--- src/rtl/uart_reg_responder.sv ---
// Host-side command responder: parses 'W' addr data / 'R' addr byte streams from
// the UART receiver into a 16 x 8-bit register file, one response byte per command.
module uart_reg_responder #(
  parameter int clk_freq      = 1000000,
  parameter int baud_rate     = 9600,
  parameter int timeout_bytes = 4
) (
  input  logic       clk,
  input  logic       reset,
  input  logic [7:0] rx_data,
  input  logic       rx_ready,
  output logic [7:0] tx_data,
  output logic       tx_send,
  input  logic       tx_busy,
  input  logic [7:0] status_in,
  output logic [7:0] ctrl_out,
  output logic       cmd_error
);

  localparam int TIMEOUT = timeout_bytes * 10 * (clk_freq / baud_rate);
  localparam int CW      = $clog2(TIMEOUT + 1);
  localparam logic [CW-1:0] TO_LAST = CW'(TIMEOUT - 1);

  localparam logic [7:0] CH_W    = 8'h57;
  localparam logic [7:0] CH_R    = 8'h52;
  localparam logic [7:0] CH_ACK  = 8'h4B;
  localparam logic [7:0] CH_NAK  = 8'h3F;
  localparam logic [3:0] STAT_AD = 4'hF;

  typedef enum logic [2:0] {
    S_IDLE,
    S_GET_ADDR,
    S_GET_DATA,
    S_EXEC,
    S_SEND,
    S_WAIT_ACK
  } state_t;

  state_t           state_q, state_d;
  logic             is_wr_q, is_wr_d;
  logic [7:0]       addr_q, addr_d;
  logic [7:0]       data_q, data_d;
  logic [CW-1:0]    cnt_q, cnt_d;
  logic [7:0]       tx_data_q, tx_data_d;
  logic             tx_send_q, tx_send_d;
  logic             cmd_error_q, cmd_error_d;
  logic [15:0][7:0] regs_q;
  logic             reg_we;

  always_ff @(posedge clk or posedge reset) begin
    if (reset) begin
      state_q     <= S_IDLE;
      is_wr_q     <= 1'b0;
      addr_q      <= '0;
      data_q      <= '0;
      cnt_q       <= '0;
      tx_data_q   <= '0;
      tx_send_q   <= 1'b0;
      cmd_error_q <= 1'b0;
      regs_q      <= '0;
    end else begin
      state_q     <= state_d;
      is_wr_q     <= is_wr_d;
      addr_q      <= addr_d;
      data_q      <= data_d;
      cnt_q       <= cnt_d;
      tx_data_q   <= tx_data_d;
      tx_send_q   <= tx_send_d;
      cmd_error_q <= cmd_error_d;
      if (reg_we) regs_q[addr_q[3:0]] <= data_q;
    end
  end

  always_comb begin
    state_d     = state_q;
    is_wr_d     = is_wr_q;
    addr_d      = addr_q;
    data_d      = data_q;
    cnt_d       = cnt_q;
    tx_data_d   = tx_data_q;
    tx_send_d   = 1'b0;
    cmd_error_d = 1'b0;
    reg_we      = 1'b0;

    case (state_q)
      S_IDLE: begin
        cnt_d = '0;
        if (rx_ready) begin
          if (rx_data == CH_W || rx_data == CH_R) begin
            is_wr_d = (rx_data == CH_W);
            state_d = S_GET_ADDR;
          end else begin
            tx_data_d   = CH_NAK;
            cmd_error_d = 1'b1;
            state_d     = S_SEND;
          end
        end
      end

      // An arriving byte beats a simultaneous timeout expiry.
      S_GET_ADDR: begin
        if (rx_ready) begin
          addr_d  = rx_data;
          cnt_d   = '0;
          state_d = is_wr_q ? S_GET_DATA : S_EXEC;
        end else if (cnt_q == TO_LAST) begin
          cnt_d       = '0;
          cmd_error_d = 1'b1;
          state_d     = S_IDLE;
        end else begin
          cnt_d = cnt_q + CW'(1);
        end
      end

      S_GET_DATA: begin
        if (rx_ready) begin
          data_d  = rx_data;
          cnt_d   = '0;
          state_d = S_EXEC;
        end else if (cnt_q == TO_LAST) begin
          cnt_d       = '0;
          cmd_error_d = 1'b1;
          state_d     = S_IDLE;
        end else begin
          cnt_d = cnt_q + CW'(1);
        end
      end

      // Address 0x0F is the status port: writes are acknowledged but discarded.
      S_EXEC: begin
        if (addr_q[7:4] != 4'h0) begin
          tx_data_d   = CH_NAK;
          cmd_error_d = 1'b1;
        end else if (is_wr_q) begin
          reg_we    = (addr_q[3:0] != STAT_AD);
          tx_data_d = CH_ACK;
        end else if (addr_q[3:0] == STAT_AD) begin
          tx_data_d = status_in;
        end else begin
          tx_data_d = regs_q[addr_q[3:0]];
        end
        if (rx_ready) cmd_error_d = 1'b1;
        state_d = S_SEND;
      end

      S_SEND: begin
        if (rx_ready) cmd_error_d = 1'b1;
        if (!tx_busy) begin
          tx_send_d = 1'b1;
          state_d   = S_WAIT_ACK;
        end
      end

      S_WAIT_ACK: begin
        if (rx_ready) cmd_error_d = 1'b1;
        if (tx_busy) state_d = S_IDLE;
      end

      default: state_d = S_IDLE;
    endcase
  end

  assign tx_data   = tx_data_q;
  assign tx_send   = tx_send_q;
  assign cmd_error = cmd_error_q;
  assign ctrl_out  = regs_q[0];

endmodule

--- config.mk ---
export PLATFORM = sky130hd
export DESIGN_NAME = uart_reg_responder
export DESIGN_NICKNAME = d
export VERILOG_FILES = /design/src/rtl/uart_reg_responder.sv
export SDC_FILE = /design/constraint.sdc
export NUM_CORES = 1
export LEC_CHECK = 0
export ABC_AREA = 1
export BUFFER_PORTS_ARGS = -buffer_cell sky130_fd_sc_hd__clkbuf_2
export CORE_MARGIN = 2
export CORE_UTILIZATION = 50
export CTS_CLUSTER_SIZE = 30
export DETAILED_ROUTE_END_ITERATION = 6
export PLACE_DENSITY_LB_ADDON = 0.1
export SYNTH_ARGS = -nofsm -noshare
export SYNTH_HDL_FRONTEND = slang
export SYNTH_SLANG_ARGS = --single-unit
--- constraint.sdc ---
create_clock -name clk -period 4.9 [get_ports clk]
set_input_delay 0.49 -clock clk [delete_from_list [all_inputs] [get_ports clk]]
set_output_delay 0.49 -clock clk [all_outputs]
set_load 0.02 [all_outputs]
# Word-level counts from Yosys, hierarchy flattened
# Index checks and enable logic that the tools add are counted.
[totals]
reg_bits = 171
inputBits = 20
elab_cells = 90
[classes]
add_sub_neg = 1
n_lt_le_gt_ge = 2
n_eq_ne = 14
muxes = 36
n_reduce_logical = 13
[ops]
columns = ["cell", "n"]
rows = [
  ["128-bit bitwise mux", 1],
  ["8-bit 2-to-1 mux", 7],
  ["8-bit binary-select mux with 4-bit select", 1],
  ["8-bit demux with 4-bit select", 1],
  ["13-bit 2-to-1 mux", 2],
  ["13-bit one-hot mux with 2 select lines", 1],
  ["3-bit 2-to-1 mux", 7],
  ["3-bit one-hot mux with 6 select lines", 1],
  ["8-bit by 7-bit equality test with 1-bit output (second input constant)", 2],
  ["8-bit one-hot mux with 2 select lines", 1],
  ["13-bit by 1-bit adder with 13-bit output (second input constant)", 1],
  ["13-bit equality test (second input constant)", 1],
  ["1-bit 2-to-1 mux", 13],
  ["3-bit AND reduction", 3],
  ["2-bit inequality test (second input constant)", 4],
  ["3-bit by 2-bit equality test with 1-bit output (second input constant)", 2],
  ["3-bit equality test (second input constant)", 2],
  ["4-bit by 5-bit < comparator with 1-bit output (second input constant)", 1],
  ["4-bit equality test (second input constant)", 1],
  ["4-bit by 1-bit >= comparator with 1-bit output (second input constant)", 1],
  ["4-bit inequality test (second input constant)", 1],
  ["1-bit one-hot mux with 4 select lines", 1],
  ["2-bit AND reduction", 2],
  ["2-bit nonzero test", 2],
  ["other kinds (6)", 7],
]

# Longest topological paths before layout
[logic_depth]
depth_word = 6
mapped_depth = 12

# Worst setup path after synthesis
# Ideal clock, no wire load.
[synth_timing]
path_kind = "reg2reg"
startpoint = "reg state_q[2]"
endpoint = "reg regs_q[33] (netlist bit)"
setup_ps = 124
arrival_ps = 1472
required_time_ps = 4776
slack_ps = 3304
path_stages_with_launch = 10
n_path_buf = 1
period_less_slack_ps = 1596
path_cell_list = "dfrtp_1 -> inv_2 -> nand3_4 -> nor2_8 -> nand2_8 -> nor2_8 -> nand2_4 -> buf_6 -> nand2_1 -> o21ai_2"
[synth_via]
elab_chain_len = 2
[synth_rtl]
columns = ["item", "line", "source"]
rows = [
  ["from (decl)", "39", "state_t state_q, state_d;"],
  ["from (signal assigned)", "62", "state_q <= state_d;"],
  ["3-bit by 2-bit equality test with 1-bit output", "85", "case (state_q)"],
  ["1-bit 2-to-1 mux", "85", ""],
  ["to (signal, indexed assignment)", "70", "if (reg_we) regs_q[addr_q[3:0]] <= data_q;"],
  ["to (decl)", "47", "logic [15:0][7:0] regs_q;"],
]
# Every way passes these cells.
# A chain may end at the register's enable or synchronous reset.

# Final worst setup path
[layout_timing]
startpoint = "reg addr_q[1]"
endpoint = "reg tx_data_q[0], in the netlist tx_data[0]"
[layout_via]
elab_chain_len = 6
elab_cells_between_ends = 7
[layout_rtl]
columns = ["item", "line", "source"]
rows = [
  ["from (decl)", "41", "logic [7:0] addr_q, addr_d;"],
  ["from (signal assigned)", "64", "addr_q <= addr_d;"],
  ["8-bit binary-select mux with 4-bit select", "140", "tx_data_d = regs_q[addr_q[3:0]];"],
  ["8-bit 2-to-1 mux (not written as such)", "140", ""],
  ["8-bit 2-to-1 mux *", "137", "end else if (addr_q[3:0] == STAT_AD) begin"],
  ["8-bit 2-to-1 mux *", "134", "end else if (is_wr_q) begin"],
  ["8-bit 2-to-1 mux *", "131", "if (addr_q[7:4] != 4'h0) begin"],
  ["8-bit one-hot mux with 2 select lines *", "85", ""],
  ["to (signal assigned)", "67", "tx_data_q <= tx_data_d;"],
  ["to (decl)", "44", "logic [7:0] tx_data_q, tx_data_d;"],
]
# Every way passes the cells marked *; elsewhere a longest branch is shown, timed or not. The select of a mux whose other input is x is not followed.

==> summary.md <==
| Metric | Value |
|---|---|
| Status | `finished clean` |
| EDFF count, synth | `0` |
| Fin crit period | `2.372 ns` |
| Synth Register Bits | `167` |
| Hold slack | `0.2426 ns` |
| Final Total Pwr | `4.044 mW` |
| Number of max-cap violations | `0` |
| Pins over their slew limit | `0` |
| Post-route insts no fill | `1,309` |
| Global-route wire length before repair | `34.95 mm` |
| Hold endpoint | `tx_send` |
| Area Overhead vs Synth | `9.884%` |
| Origin of the worst min-delay path | `tx_busy` |
| CP Capture Type | `flop` |
| Crit share post-route | `0.4841` |
| Seq/Total Area, Yosys | `0.4964` |
| GR Overflow Total | `0` |
| Antenna Nets Post-Route | `0` |
| Clock net sink count | `167` |
| Gr usage total | `0.2566` |
| Htree depth | `4` |
| First-pass iteration count of the detailed router | `6` |
| Post-synthesis area per instance | `7.919 um^2` |
| # setup viols final | `0` |
| Most common cell after layout, fill and taps aside | `nand2_1` |
| Post-synth ARST share | `1.000` |
| Final Hold Viols | `0` |
| Worst flop-to-flop path startpoint | `addr_q[1]` |
| Drt initial violations | `688` |
| Placer Congestion | `0.8970` |
| Syn_nets | `1,084` |
| Critical Path RT | `5.21 ns` |
| Slew @ Worst Pin | `0.9428 ns` |
| RSZ-0062 raised after global routing | `no` |
| CORE AREA | `16,520 um^2` |
| Post-Place Cells | `1,277` |
| Die Area | `17,890 um^2` |
| Fin Clk Skew | `0.009859 ns` |
| Post_cts resized | `0` |
| Antenna violations before repair | `0` |
| Die H | `133.8 um` |
| Initial core utilization | `0.5094` |
| Reg2reg end | `tx_data[0]` |
| Cell Pwr Density | `437.2 nW/um^2` |
| Via count | `6,682` |
| Vias/cell | `5.105` |
| Area post-placement | `8598 um^2` |
| IO buf count | `37` |
| Worst skew pair latency | `0.43 ns` |
| Register-to-Register Path Depth | `9` |
| Io pins | `38` |
| TritonCTS Buffers | `17` |
| Post-DP HPWL | `14.35 mm` |
| Worst vdd ir | `0.0003005 V` |
| Leakage | `5.134 nW` |
| Worst-path clk slew | `0.07 ns` |
| Yosys warns | `0` |
| N_diodes | `0` |
| # DRC | `0` |
| Die width | `133.8 um` |
| Startpoint Class | `flop` |
| Vias in the first global route | `6,329` |
| Setup ws final | `2.528 ns` |
| Netlist cell types | `37` |
| Post-synthesis instance total | `1,063` |
| DP Worst Slack | `2.512 ns` |
| Post-CTS setup buffers | `0` |
| Top_reg_cell synth | `dfrtp_1` |
| Slew headroom | `0.3708` |
| Layout cell share with drive strength beyond 1 | `0.1047` |
| Crit Path Class | `flop to flop` |
| WL/cell | `16.39 um` |
| Hold Path Cell Cnt | `2` |
| Worst EP arrival | `2.68 ns` |
| Post-route cell area | `9250 um^2` |
| Most frequent cells in the layout | `nand2_1 (384), dfrtp_1 (167), inv_1 (137)` |
| Worst reg2reg setup slack | `2.53 ns` |
| Setup TNS | `0 ns` |
| Root Buffer | `clkbuf_16` |
| Routed WL | `21.45 mm` |
| Largest net degree at the start of global routing | `168` |
| Core Util, Final | `0.5598` |
| Clock Path Buffers | `2` |
| Post-CTS Hold Fix Bufs | `0` |
| HP Class | `input pin to flop` |
| Row cnt | `47` |
| Cell Area, Synth | `8418 um^2` |
| Crit-path max FO | `22` |
| Nets | `1,097` |
| Fmax | `0.4215 GHz` |
| CTS tree | `yes` |
==> metal layers <==
metal | wire [um] | vias to the layer above | global-route usage
li1 | - | 3350 | -
met1 | 9991 | 3130 | 0.3679
met2 | 9956 | 172 | 0.3960
met3 | 1028 | 30 | 0.04909
met4 | 477 | 0 | 0.08097
met5 | 0 | - | 0
==> flip-flops by register name, indices dropped and copies added (netlist names) <==
register	flops
cmd_error	1
ctrl_out	8
is_wr_q	1
cnt_q	13
regs_q	116
addr_q	8
state_q	3
tx_send	1
tx_data	8
data_q	8
==> cells in the mapped netlist, types with 5 or more instances <==
cell type,number,area [um^2]
nand2_1,384,1441
dfrtp_1,167,4179
inv_1,138,518.0
o21ai_1,115,575.6
o21ai_0,45,225.2
nor2_1,41,153.9
nand3_1,26,130.1
a21oi_1,24,120.1
buf_6,15,168.9
buf_2,14,70.07
clkbuf_1,11,41.29
nand2_4,10,112.6
buf_4,8,60.06
o21ai_2,8,70.07
nand3_4,7,122.6
a22oi_1,6,45.04
nand4_1,5,31.28
xor2_1,5,43.79
==> how the worst max path moves through the flow <==
stage                            end  slack, ns  cells past startpoint       from
final                     tx_data[0]       2.53                      9  addr_q[1]
after CTS                 tx_data[1]       2.51                      9  addr_q[1]
after global routing      tx_data[0]       2.28                      9  addr_q[1]
after detailed placement  tx_data[0]       2.51                      9  addr_q[1]
after global placement    tx_data[1]       2.48                      9  addr_q[1]
after floorplan            addr_q[0]       2.28                      1      reset
==> final cells by class <==
cell class              count  area [um^2]
fillers                  1522         7274
clock inverters            10        167.7
well taps                 220        275.3
flip-flops and latches    167         4179
clock buffers              22        484.2
repair buffers             43        242.7
multi-input cells         704         3348
inverters                 143        553.0
==> worst max-delay path, cell delays in order, from the launching register on <==
cell     delay, ns
dfrtp_1       0.37
inv_1         0.54
nor2_1        0.36
buf_4         0.29
nand2_1       0.07
nand2_1       0.04
o21ai_0       0.19
nand2_1       0.08
o21ai_0       0.21
a21oi_1       0.09
==> cell families after synthesis <==
kind of cell	after synthesis	share of synthesized area
AND/OR/NAND/NOR	491	0.2588
flip-flops	167	0.4964
AO/OA/AOI/OAI	207	0.1320
buffers and inverters	192	0.1061
XOR/XNOR	5	0.005202
adder cells (fa/ha/maj)	1	0.001486
==> report_power, final <==
group | switching, mW | internal, mW
clock | 0.570 | 0.911
combinational | 0.739 | 0.175
sequential | 0.171 | 1.48
total | 1.48 | 2.56
Power figures use the tool's default switching activity.
